[src/rtl/handshake_protocol_monitor.sv]
// Multi-channel req/ack handshake monitor: synchronises asynchronous handshakes,
// checks them in four- or two-phase mode, flags protocol errors and counts completions.
module handshake_protocol_monitor #(
    parameter int NCH         = 4,
    parameter int SYNC_STAGES = 2,
    parameter int TIMEOUT_W   = 8,
    parameter int CNT_W       = 16,
    localparam int CH_W       = (NCH > 1) ? $clog2(NCH) : 1
) (
    input  logic                 clk,
    input  logic                 rstn,
    input  logic                 en,
    input  logic                 mode_2ph,
    input  logic [TIMEOUT_W-1:0] timeout_limit,
    input  logic                 clr,
    input  logic [NCH-1:0]       req,
    input  logic [NCH-1:0]       ack,
    output logic [NCH-1:0]       err_pulse,
    output logic [NCH-1:0]       err_sticky,
    output logic                 first_err_valid,
    output logic [CH_W-1:0]      first_err_ch,
    output logic [2:0]           first_err_code,
    output logic [CNT_W-1:0]     hs_count
);

    localparam int SUM_W = CNT_W + $clog2(NCH + 1);
    localparam logic [SUM_W-1:0] CNT_MAX = {{(SUM_W-CNT_W){1'b0}}, {CNT_W{1'b1}}};

    localparam logic [2:0] E_ACK_WITHOUT_REQ = 3'd1;
    localparam logic [2:0] E_REQ_EARLY_FALL  = 3'd2;
    localparam logic [2:0] E_ACK_EARLY_FALL  = 3'd3;
    localparam logic [2:0] E_REQ_EARLY_RISE  = 3'd4;
    localparam logic [2:0] E_SIMULTANEOUS    = 3'd5;
    localparam logic [2:0] E_TIMEOUT         = 3'd6;

    // Two-phase mode reuses the encodings: ST_IDLE means NOTPEND, ST_REQ means PEND.
    typedef enum logic [1:0] {ST_IDLE, ST_REQ, ST_ACK, ST_REL} state_t;

    logic [SYNC_STAGES-1:0][NCH-1:0] req_sync;
    logic [SYNC_STAGES-1:0][NCH-1:0] ack_sync;
    logic [NCH-1:0]                  sreq, sack, preq, pack;
    logic [NCH-1:0]                  req_chg, ack_chg;
    logic [SYNC_STAGES:0]            fill;
    logic                            active;

    state_t               state     [NCH];
    state_t               state_nxt [NCH];
    logic [TIMEOUT_W-1:0] tcnt      [NCH];
    logic [2:0]           err_code  [NCH];
    logic [NCH-1:0]       err_det, done, tmo_hit;
    logic [CH_W-1:0]      low_ch;
    logic [2:0]           low_code;
    logic [SUM_W-1:0]     hs_sum;

    function automatic state_t resync(input logic r, input logic a, input logic two_phase);
        state_t s;
        if (two_phase) begin
            s = (r != a) ? ST_REQ : ST_IDLE;
        end else begin
            case ({r, a})
                2'b10:   s = ST_REQ;
                2'b11:   s = ST_ACK;
                2'b01:   s = ST_REL;
                default: s = ST_IDLE;
            endcase
        end
        return s;
    endfunction

    // fill marks when both the current and previous samples hold post-reset data,
    // so stale lines seen right after reset are absorbed instead of flagged.
    always_ff @(posedge clk or negedge rstn) begin
        if (!rstn) begin
            req_sync <= '0;
            ack_sync <= '0;
            preq     <= '0;
            pack     <= '0;
            fill     <= '0;
        end else begin
            req_sync <= {req_sync[SYNC_STAGES-2:0], req};
            ack_sync <= {ack_sync[SYNC_STAGES-2:0], ack};
            preq     <= sreq;
            pack     <= sack;
            fill     <= {fill[SYNC_STAGES-1:0], 1'b1};
        end
    end

    assign sreq    = req_sync[SYNC_STAGES-1];
    assign sack    = ack_sync[SYNC_STAGES-1];
    assign req_chg = sreq ^ preq;
    assign ack_chg = sack ^ pack;
    assign active  = en & fill[SYNC_STAGES];

    always_ff @(posedge clk or negedge rstn) begin
        if (!rstn) begin
            for (int i = 0; i < NCH; i++) state[i] <= ST_IDLE;
        end else begin
            for (int i = 0; i < NCH; i++) state[i] <= state_nxt[i];
        end
    end

    // Every legal move and every error recovery lands on the state named by the new samples.
    always_comb begin
        for (int i = 0; i < NCH; i++) begin
            state_nxt[i] = state[i];
            if (!active || req_chg[i] || ack_chg[i])
                state_nxt[i] = resync(sreq[i], sack[i], mode_2ph);
        end
    end

    always_comb begin
        for (int i = 0; i < NCH; i++) begin
            err_code[i] = 3'd0;
            done[i]     = 1'b0;
            if (active) begin
                if (req_chg[i] && ack_chg[i]) begin
                    err_code[i] = E_SIMULTANEOUS;
                end else if (mode_2ph) begin
                    if (state[i] == ST_IDLE) begin
                        if (ack_chg[i]) err_code[i] = E_ACK_WITHOUT_REQ;
                    end else if (req_chg[i]) begin
                        err_code[i] = E_REQ_EARLY_RISE;
                    end else if (ack_chg[i]) begin
                        done[i] = 1'b1;
                    end
                end else begin
                    case (state[i])
                        ST_IDLE: if (ack_chg[i]) err_code[i] = E_ACK_WITHOUT_REQ;
                        ST_REQ:  if (req_chg[i]) err_code[i] = E_REQ_EARLY_FALL;
                        ST_ACK:  if (ack_chg[i]) err_code[i] = E_ACK_EARLY_FALL;
                        ST_REL: begin
                            if (req_chg[i])      err_code[i] = E_REQ_EARLY_RISE;
                            else if (ack_chg[i]) done[i] = 1'b1;
                        end
                        default: ;
                    endcase
                end
                if (tmo_hit[i]) err_code[i] = E_TIMEOUT;
            end
            err_det[i] = (err_code[i] != 3'd0);
        end
    end

    // A stall fires only on the step into the limit with no transition that cycle.
    always_comb begin
        for (int i = 0; i < NCH; i++) begin
            tmo_hit[i] = active && !req_chg[i] && !ack_chg[i] && (state[i] != ST_IDLE) &&
                         (timeout_limit != '0) && (tcnt[i] == timeout_limit - TIMEOUT_W'(1));
        end
    end

    always_ff @(posedge clk or negedge rstn) begin
        if (!rstn) begin
            for (int i = 0; i < NCH; i++) tcnt[i] <= '0;
        end else begin
            for (int i = 0; i < NCH; i++) begin
                if (!active || req_chg[i] || ack_chg[i] || state[i] == ST_IDLE)
                    tcnt[i] <= '0;
                else if ((timeout_limit == '0) ? (tcnt[i] != '1) : (tcnt[i] < timeout_limit))
                    tcnt[i] <= tcnt[i] + TIMEOUT_W'(1);
            end
        end
    end

    always_comb begin
        low_ch   = '0;
        low_code = 3'd0;
        for (int i = NCH - 1; i >= 0; i--) begin
            if (err_det[i]) begin
                low_ch   = CH_W'(i);
                low_code = err_code[i];
            end
        end
    end

    always_comb begin
        hs_sum = clr ? '0 : {{(SUM_W-CNT_W){1'b0}}, hs_count};
        for (int i = 0; i < NCH; i++) hs_sum = hs_sum + SUM_W'(done[i]);
        if (hs_sum > CNT_MAX) hs_sum = CNT_MAX;
    end

    // clr acts first, so an error in the same cycle is recorded into the cleared state.
    always_ff @(posedge clk or negedge rstn) begin
        if (!rstn) begin
            err_pulse       <= '0;
            err_sticky      <= '0;
            first_err_valid <= 1'b0;
            first_err_ch    <= '0;
            first_err_code  <= 3'd0;
            hs_count        <= '0;
        end else begin
            err_pulse  <= err_det;
            err_sticky <= (clr ? '0 : err_sticky) | err_det;
            hs_count   <= hs_sum[CNT_W-1:0];
            if ((clr || !first_err_valid) && (|err_det)) begin
                first_err_valid <= 1'b1;
                first_err_ch    <= low_ch;
                first_err_code  <= low_code;
            end else if (clr) begin
                first_err_valid <= 1'b0;
                first_err_ch    <= '0;
                first_err_code  <= 3'd0;
            end
        end
    end

endmodule

[config.mk]
export PLATFORM = sky130hd
export DESIGN_NAME = handshake_protocol_monitor
export DESIGN_NICKNAME = d
export VERILOG_FILES = /design/src/rtl/handshake_protocol_monitor.sv
export SDC_FILE = /design/constraint.sdc
export NUM_CORES = 1
export LEC_CHECK = 0
export CAP_MARGIN = 20
export CORE_MARGIN = 1.5
export CORE_UTILIZATION = 45
export DETAILED_ROUTE_END_ITERATION = 12
export HOLD_SLACK_MARGIN = 0.08
export PLACE_DENSITY = 0.71
export SKIP_LAST_GASP = 1
export SLEW_MARGIN = 10
export SYNTH_ARGS = -nofsm -noshare
export SYNTH_HDL_FRONTEND = slang
export SYNTH_SLANG_ARGS = --single-unit
[constraint.sdc]
create_clock -name clk -period 3.4 [get_ports clk]
set_input_delay 0.34 -clock clk [delete_from_list [all_inputs] [get_ports clk]]
set_output_delay 0.34 -clock clk [all_outputs]
set_load 0.02 [all_outputs]
* Yosys cells after proc, flatten, opt, wreduce, memory -nomap -nowiden
Index checks and enable logic that the tools add are counted.
** Operators by class
- $add $sub $neg :: 9
- $lt $le $gt $ge :: 5
- Equality and inequality tests :: 36
- Multiplexer cells :: 109
- Bitwise logic cells :: 4
- Reductions and logical operators :: 68
** Operators with widths (count)
- $mux W3 :: 30
- $mux W8 :: 8
- $pmux W3 S4 :: 4
- $mux W1 :: 42
- $mux W2 :: 18
- $add A8 B1 Y8 const B :: 4
- $eq A2 B2 Y1 const B :: 16
- $eq A8 B8 Y1 :: 4
- $lt A8 B8 Y1 :: 4
- $mux W16 :: 2
- $ne A8 B8 Y1 const B :: 4
- $logic_and A1 B1 Y1 :: 25
- $pmux W2 S3 :: 4
- $add A18 B1 Y19 :: 1
- $add A19 B1 Y19 :: 1
- $gt A19 B16 Y1 const B :: 1
- $add A17 B1 Y18 :: 1
- $reduce_bool A2 Y1 :: 9
- $add A16 B1 Y17 :: 1
- $eq A2 B1 Y1 const B :: 8
- $logic_or A1 B1 Y1 :: 13
- $reduce_bool A3 Y1 :: 4
- $logic_not A1 Y1 :: 10
- $logic_not A2 Y1 :: 4
- other kinds (9) :: 13
** Storage, ports and cells
- Register bits :: 97
- Input bits :: 21
- Output and inout bits :: 30

* Longest topological paths before layout
Gate-level depths: netlist of run 1.
- Depth in word-level cells :: 15
- Depth in mapped cells :: 14

* Worst setup path after synthesis of run 1
OpenSTA, ideal clock, no wires.
- Path type :: reg2reg
- Start :: reg fill[2]
- End :: reg hs_count[3]
- Library setup time :: 0.143 ns
- Arrival time :: 3.515 ns
- Required time :: 3.257 ns
- Path slack :: -0.258 ns
- Cell stages (with the launch flop) :: 15
- Path buffers :: 3
- Cell sequence :: dfrtp_1 -> nand2_1 -> clkbuf_1 -> buf_1 -> nor2_1 -> and3_1 -> fa_1 -> fa_1 -> fa_1 -> nand3_1 -> or3_1 -> nor2_1 -> nand4_1 -> clkbuf_1 -> o211ai_1
** On the way
- Word-level cells in the longest chain between the ends :: 8
** RTL lines
- start: declaration :: RTL line 43 : logic [SYNC_STAGES:0] fill;
- start signal: assignment :: RTL line 84 : fill <= {fill[SYNC_STAGES-1:0], 1'b1};
- $and A1 B1 Y1 * :: RTL line 92 : assign active = en & fill[SYNC_STAGES];
- $mux W1 :: RTL line 115 : if (active) begin
- $add A16 B1 Y17 :: RTL line 178 : for (int i = 0; i < NCH; i++) hs_sum = hs_sum + SUM_W'(done[i]);
- $add A17 B1 Y18 :: RTL line 178
- $add A18 B1 Y19 :: RTL line 178
- $add A19 B1 Y19 * :: RTL line 178
- $gt A19 B16 Y1 :: RTL line 179 : if (hs_sum > CNT_MAX) hs_sum = CNT_MAX;
- $mux W16 * :: RTL line 179
- via hs_sum[3] :: RTL line 53 : logic [SUM_W-1:0] hs_sum;
- end signal: assignment :: RTL line 194 : hs_count <= hs_sum[CNT_W-1:0];
- end: declaration :: RTL line 23 : output logic [CNT_W-1:0] hs_count
Mark *: on every way through the listed nets, which the timed path passes. The rest lies on a longest branch.
A chain may end at the register's enable or synchronous reset.

* Worst setup path after layout of run 1
- Start :: reg state[7] (netlist bit)
- End :: reg hs_count[5]
** On the way
- Word-level cells in the longest chain between the ends :: 11
** RTL lines
- start: declaration :: RTL line 46 : state_t state [NCH];
- $eq A2 B2 Y1 / $logic_not A2 Y1 (equally long branches) :: RTL line 127, 119
- $mux W1 (on tied branches) :: RTL line 127, 119
- $mux W1 * :: RTL line 118 : end else if (mode_2ph) begin
- $mux W1 * :: RTL line 116 : if (req_chg[i] && ack_chg[i]) begin
- $mux W1 * :: RTL line 115
- $add A16 B1 Y17 * :: RTL line 178
- $add A17 B1 Y18 * :: RTL line 178
- $add A18 B1 Y19 * :: RTL line 178
- $add A19 B1 Y19 * :: RTL line 178
- $gt A19 B16 Y1 :: RTL line 179
- $mux W16 * :: RTL line 179
- via hs_sum[5] :: RTL line 53
Marks and branches as above.

==> flow_summary.toml, run 1 <==
[outcome]
run_status = "finished, final reports clean"

[power_and_ir_drop]
finalPower_mw = 2.88
clkPwrFrac_pct = 40.0
power_frac_comb_pct = 16.5
p_leak_nw = 3.36
p_sw_share_pct = 27.2
power.share.sequential_pct = 43.5
power_density_nw_per_um2 = 364
power_switching_mw = 0.784
worst_ir_drop_vdd_v = 0.000275
cell_internal_pwr_mw = 2.10

[floorplan]
coreArea_um2 = 14000
io_pins = 51
floorplan.initialDensity_pct = 46.4
fp.dieW_um = 123
fp.dieArea_um2 = 15100
die_height_um = 123
std_cell_rows = 43

[critical_path]
critical_path.startpoint_type = "flip-flop"
cp_common_cell = "fa_1"
reg2reg_to = "hs_count[5]$_DFF_PN0_"
timing.critical_path.to_type = "flip-flop"
reg2reg_depth = 11
cpMaxStageDelayCell = "fa_1"
timing.critical_path.to = "hs_count[5]$_DFF_PN0_"
critical_path_peak_fanout = 14
critPathMaxStageDelay_ns = 0.53
worst-setup-path-type = "reg -> reg"
startpoint = "state[7]$_DFFE_PN0P_"
r2r_start = "state[7]$_DFFE_PN0P_"
worst_ep_arrival_time_ns = 3.50
wp_data_required_ns = 3.63
timing.reg2reg.setup_slack_ns = 0.13
timing.critical_path.cells = "maj3_1 > and3_1 > fa_1 > fa_1 > fa_1 > nand3_1 > or3_1 > nor2_1 > nand4_1 > buf_12 > o21ai_0"

[global_route]
grt_first_pass_wirelength_mm = 27.4
track_usage_pct = 23.0
grt_overflow = 0
grt_antenna_before_repair = 0
grt_max_degree = 98
grt_pass1_vias = 5607

[drt]
wirelength_met1_mm = 7.19
wl_met3_um = 560
highest_layer = "met4"
via_per_inst = 5.86
drt_iter0_markers = 428
wire_per_inst_um = 16.5
drt_pre_antenna_iters = 5
drtAntennaViolNets = 0
route.met2.wl_mm = 8.22
drt_drc = 0
wirelength_mm = 16.3
overall_via_count_from_detail_route = 5786

[cells_and_area]
multiInputGateArea_um2 = 3820
area_growth_syn_to_layout_pct = 21.8
fin_nets = 865
final.fill_count = 1255
drive_gt1_share_pct = 10.9
antenna_cells = 0
fin_cells = 987
sequential_cell_area_um2 = 2430

[clock_tree]
post_cts_buffers = 0
maximum_number_of_buffers_from_clock_root_to_sink = 2
tritoncts.num_buffers = 9
clkLatencyLatePin_ns = 0.36
cts_sinks = 97
clock-root-buffer = "clkbuf_16"
cts_tree = "built"
path_clk_slew_ns = 0.07
cts_htree_levels = 3

[placed_design]
dp_hpwl_mm = 12.0
post-place-ws_ns = -0.272
port-buffer-count = 50
finalWeightedCongestion = 0.943
placed_cells_incl_taps = 970

[timing]
setup_viols_final = 0
skew_ns = 0.00665
final_max_slew_viol_count = 0
setup_repair_after_global_routing_missed_its_margin = "false"
worstMarginPinSlew_ns = 0.681
maxClockFrequency_ghz = 0.306
relSlewSlack_pct = 54.3
hold_viol_final = 0
post_layout_worst_setup_margin_ns = 0.132
timing.final.crit_share_pct = 96.1
timing.final.crit_period_ns = 3.27

[synthesis]
yosys.cell_types.count = 68
sequential_share_of_the_synthesized_area_pct = 37.4
synth_warnings = 0
mappedNetlistNets = 775
synthFlopType = "dfrtp_1"
syn-cell-area_um2 = 6490
async_flop_share_pct = 100
synth_enable_flop_cells = 0
post_synthesis_average_cell_area_um2 = 9.11
synthCells = 712
yosys_register_bits = 97

[hold_path]
hp-class = "reg -> reg"

[job]
timing.max_cap.violations = 0
-- routing by layer --
| layer | track usage (%) | up-vias |
|---|---|---|
| met5 | 0 | - |
| met4 | 8.91 | 0 |
| met3 | 3.09 | 27 |
| met2 | 39.3 | 123 |
| met1 | 29.5 | 2849 |
| li1 | - | 2787 |
-- power by group through the flow --
stage	sequential, mW	combinational (mW)	clock (mW)
finish	1.25	0.476	1.15
floorplan	1.29	0.249	0
global placement	1.27	0.461	0
global route	1.26	0.523	1.23
CTS	1.25	0.478	1.17
detailed placement	1.27	0.474	0
-- per-stage QoR --
| step | hold WS [ns] | utilization (%) | instance area, um^2 | TNS (ns) |
|---|---|---|---|---|
| finish | 0.350 | 56.5 | 7900 | 0 |
| global route | 0.359 | 56.5 | 7900 | 0 |
| CTS | 0.351 | 56.4 | 7900 | 0 |
| detailed placement | 0.335 | 54.0 | 7550 | -3.47 |
| global placement | 0.331 | 54.0 | 7550 | -1.92 |
| floorplan | 0.0444 | - | 6490 | 0 |
-- how the worst min path moves through the flow --
stage | startpoint | end | slack (ns) | cells past startpoint
2_1_floorplan | rstn | ack_sync[0]$_DFF_PN0_ | 0.04 | 0
3_3_place_gp | req_sync[3]$_DFF_PN0_ | sreq[3]$_DFF_PN0_ | 0.33 | 0
3_5_place_dp | fill[0]$_DFF_PN0_ | fill[1]$_DFF_PN0_ | 0.33 | 0
4_1_cts | ack_sync[1]$_DFF_PN0_ | sack[1]$_DFF_PN0_ | 0.35 | 0
5_1_grt | ack_sync[1]$_DFF_PN0_ | sack[1]$_DFF_PN0_ | 0.36 | 0
6_report | fill[0]$_DFF_PN0_ | fill[1]$_DFF_PN0_ | 0.35 | 0
-- cells by family after synthesis --
group | synth area share (%)
AND/OR/NAND/NOR | 22.4
AO/OA/AOI/OAI | 17.1
flip-flops | 37.4
buffers and inverters | 3.84
XOR/XNOR | 8.76
adder cells (fa/ha/maj) | 8.76
multiplexers | 1.72
other | 0.0578
-- cell type report --
cell class,instances,area share [%]
multi-input cells,557,48.3
flip-flops and latches,97,30.7
repair buffers,109,12.6
clock buffers,10,3.02
well taps,180,2.85
inverters,28,1.33
clock inverters,6,1.20
-- critical path, delay by kind of cell (launching register included) --
| kind | cells | cell delay [ns] |
|---|---|---|
| flip-flops | 1 | 0.45 |
| adder cells (fa/ha/maj) | 4 | 1.82 |
| buffers and inverters | 1 | 0.15 |
| AND/OR/NAND/NOR | 5 | 0.61 |
| AO/OA/AOI/OAI | 1 | 0.10 |
-- state kept, by name, summed over array words and instances, names as in the netlist --
signal	flops
req_sync	4
first_err_ch	2
pack	4
first_err_valid	1
tcnt	32
fill	3
preq	4
first_err_code	3
hs_count	16
ack_sync	4
err_pulse	4
sack	4
err_sticky	4
sreq	4
state	8
-- cells in the final DEF (no fill, tap or decap), drive strengths merged, types with 5 or more instances in the layout --
| master | count |
|---|---|
| dfrtp | 97 |
| o21ai | 60 |
| buf | 59 |
| nand2 | 50 |
| a21oi | 49 |
| clkdlybuf4s50 | 48 |
| nor2 | 43 |
| ha | 39 |
| nand3 | 35 |
| xnor2 | 33 |
| inv | 31 |
| nor3 | 24 |
| or3 | 22 |
| xor2 | 19 |
| nor2b | 15 |
| o211ai | 14 |
| and3 | 14 |
| nor4 | 14 |
| o21a | 13 |
| mux2i | 10 |
| clkbuf | 10 |
| nand2b | 9 |
| o31ai | 8 |
| nand4 | 6 |
| a211oi | 6 |
| nor3b | 6 |
| xnor3 | 5 |
| or4 | 5 |
-- synth_stat cells (all sizes together) (3+ instances only) --
library cell / count / area, um^2
a21o: 4 / 30.0
clkbuf: 18 / 68.8
a211oi: 6 / 45.0
or4b: 3 / 30.0
nor3b: 6 / 56.3
nand2: 50 / 188
buf: 12 / 75.1
o21a: 13 / 97.6
mux2i: 10 / 100
a32o: 3 / 30.0
nor4b: 3 / 26.3
o2111ai: 3 / 26.3
fa: 3 / 60.1
or3: 22 / 143
xor2: 19 / 166
inv: 28 / 105
dfrtp: 97 / 2430
o21ai: 60 / 300
nand4: 6 / 37.5
ha: 39 / 488
nor3: 24 / 130
a221oi: 4 / 35.0
o211ai: 14 / 105
o31ai: 8 / 60.1
a21oi: 49 / 245
or4: 5 / 41.3
xnor3: 5 / 113
nand3: 35 / 175
nor4: 14 / 103
nor2: 43 / 161
and3: 14 / 92.6
nor2b: 15 / 93.8
a31oi: 4 / 25.0
xnor2: 33 / 289
nand2b: 9 / 56.3
-- timing repair --
| item | 4_1_cts | 5_1_grt |
|---|---|---|
| hold endpoints to repair | 97 | 0 |
| endpoints found under the setup margin | 0 | 9 |
| hold buffers | 1 | 0 |
| gates resized for setup | 0 | 2 |
Note: power is estimated with default switching activity, not from simulation.
==> run 2, diff against run 1 <==
Settings changed: SKIP_LAST_GASP 1 to default.
==> results of run 2 <==
No change in the layout: final DEF, timing and power equal those of run 1.
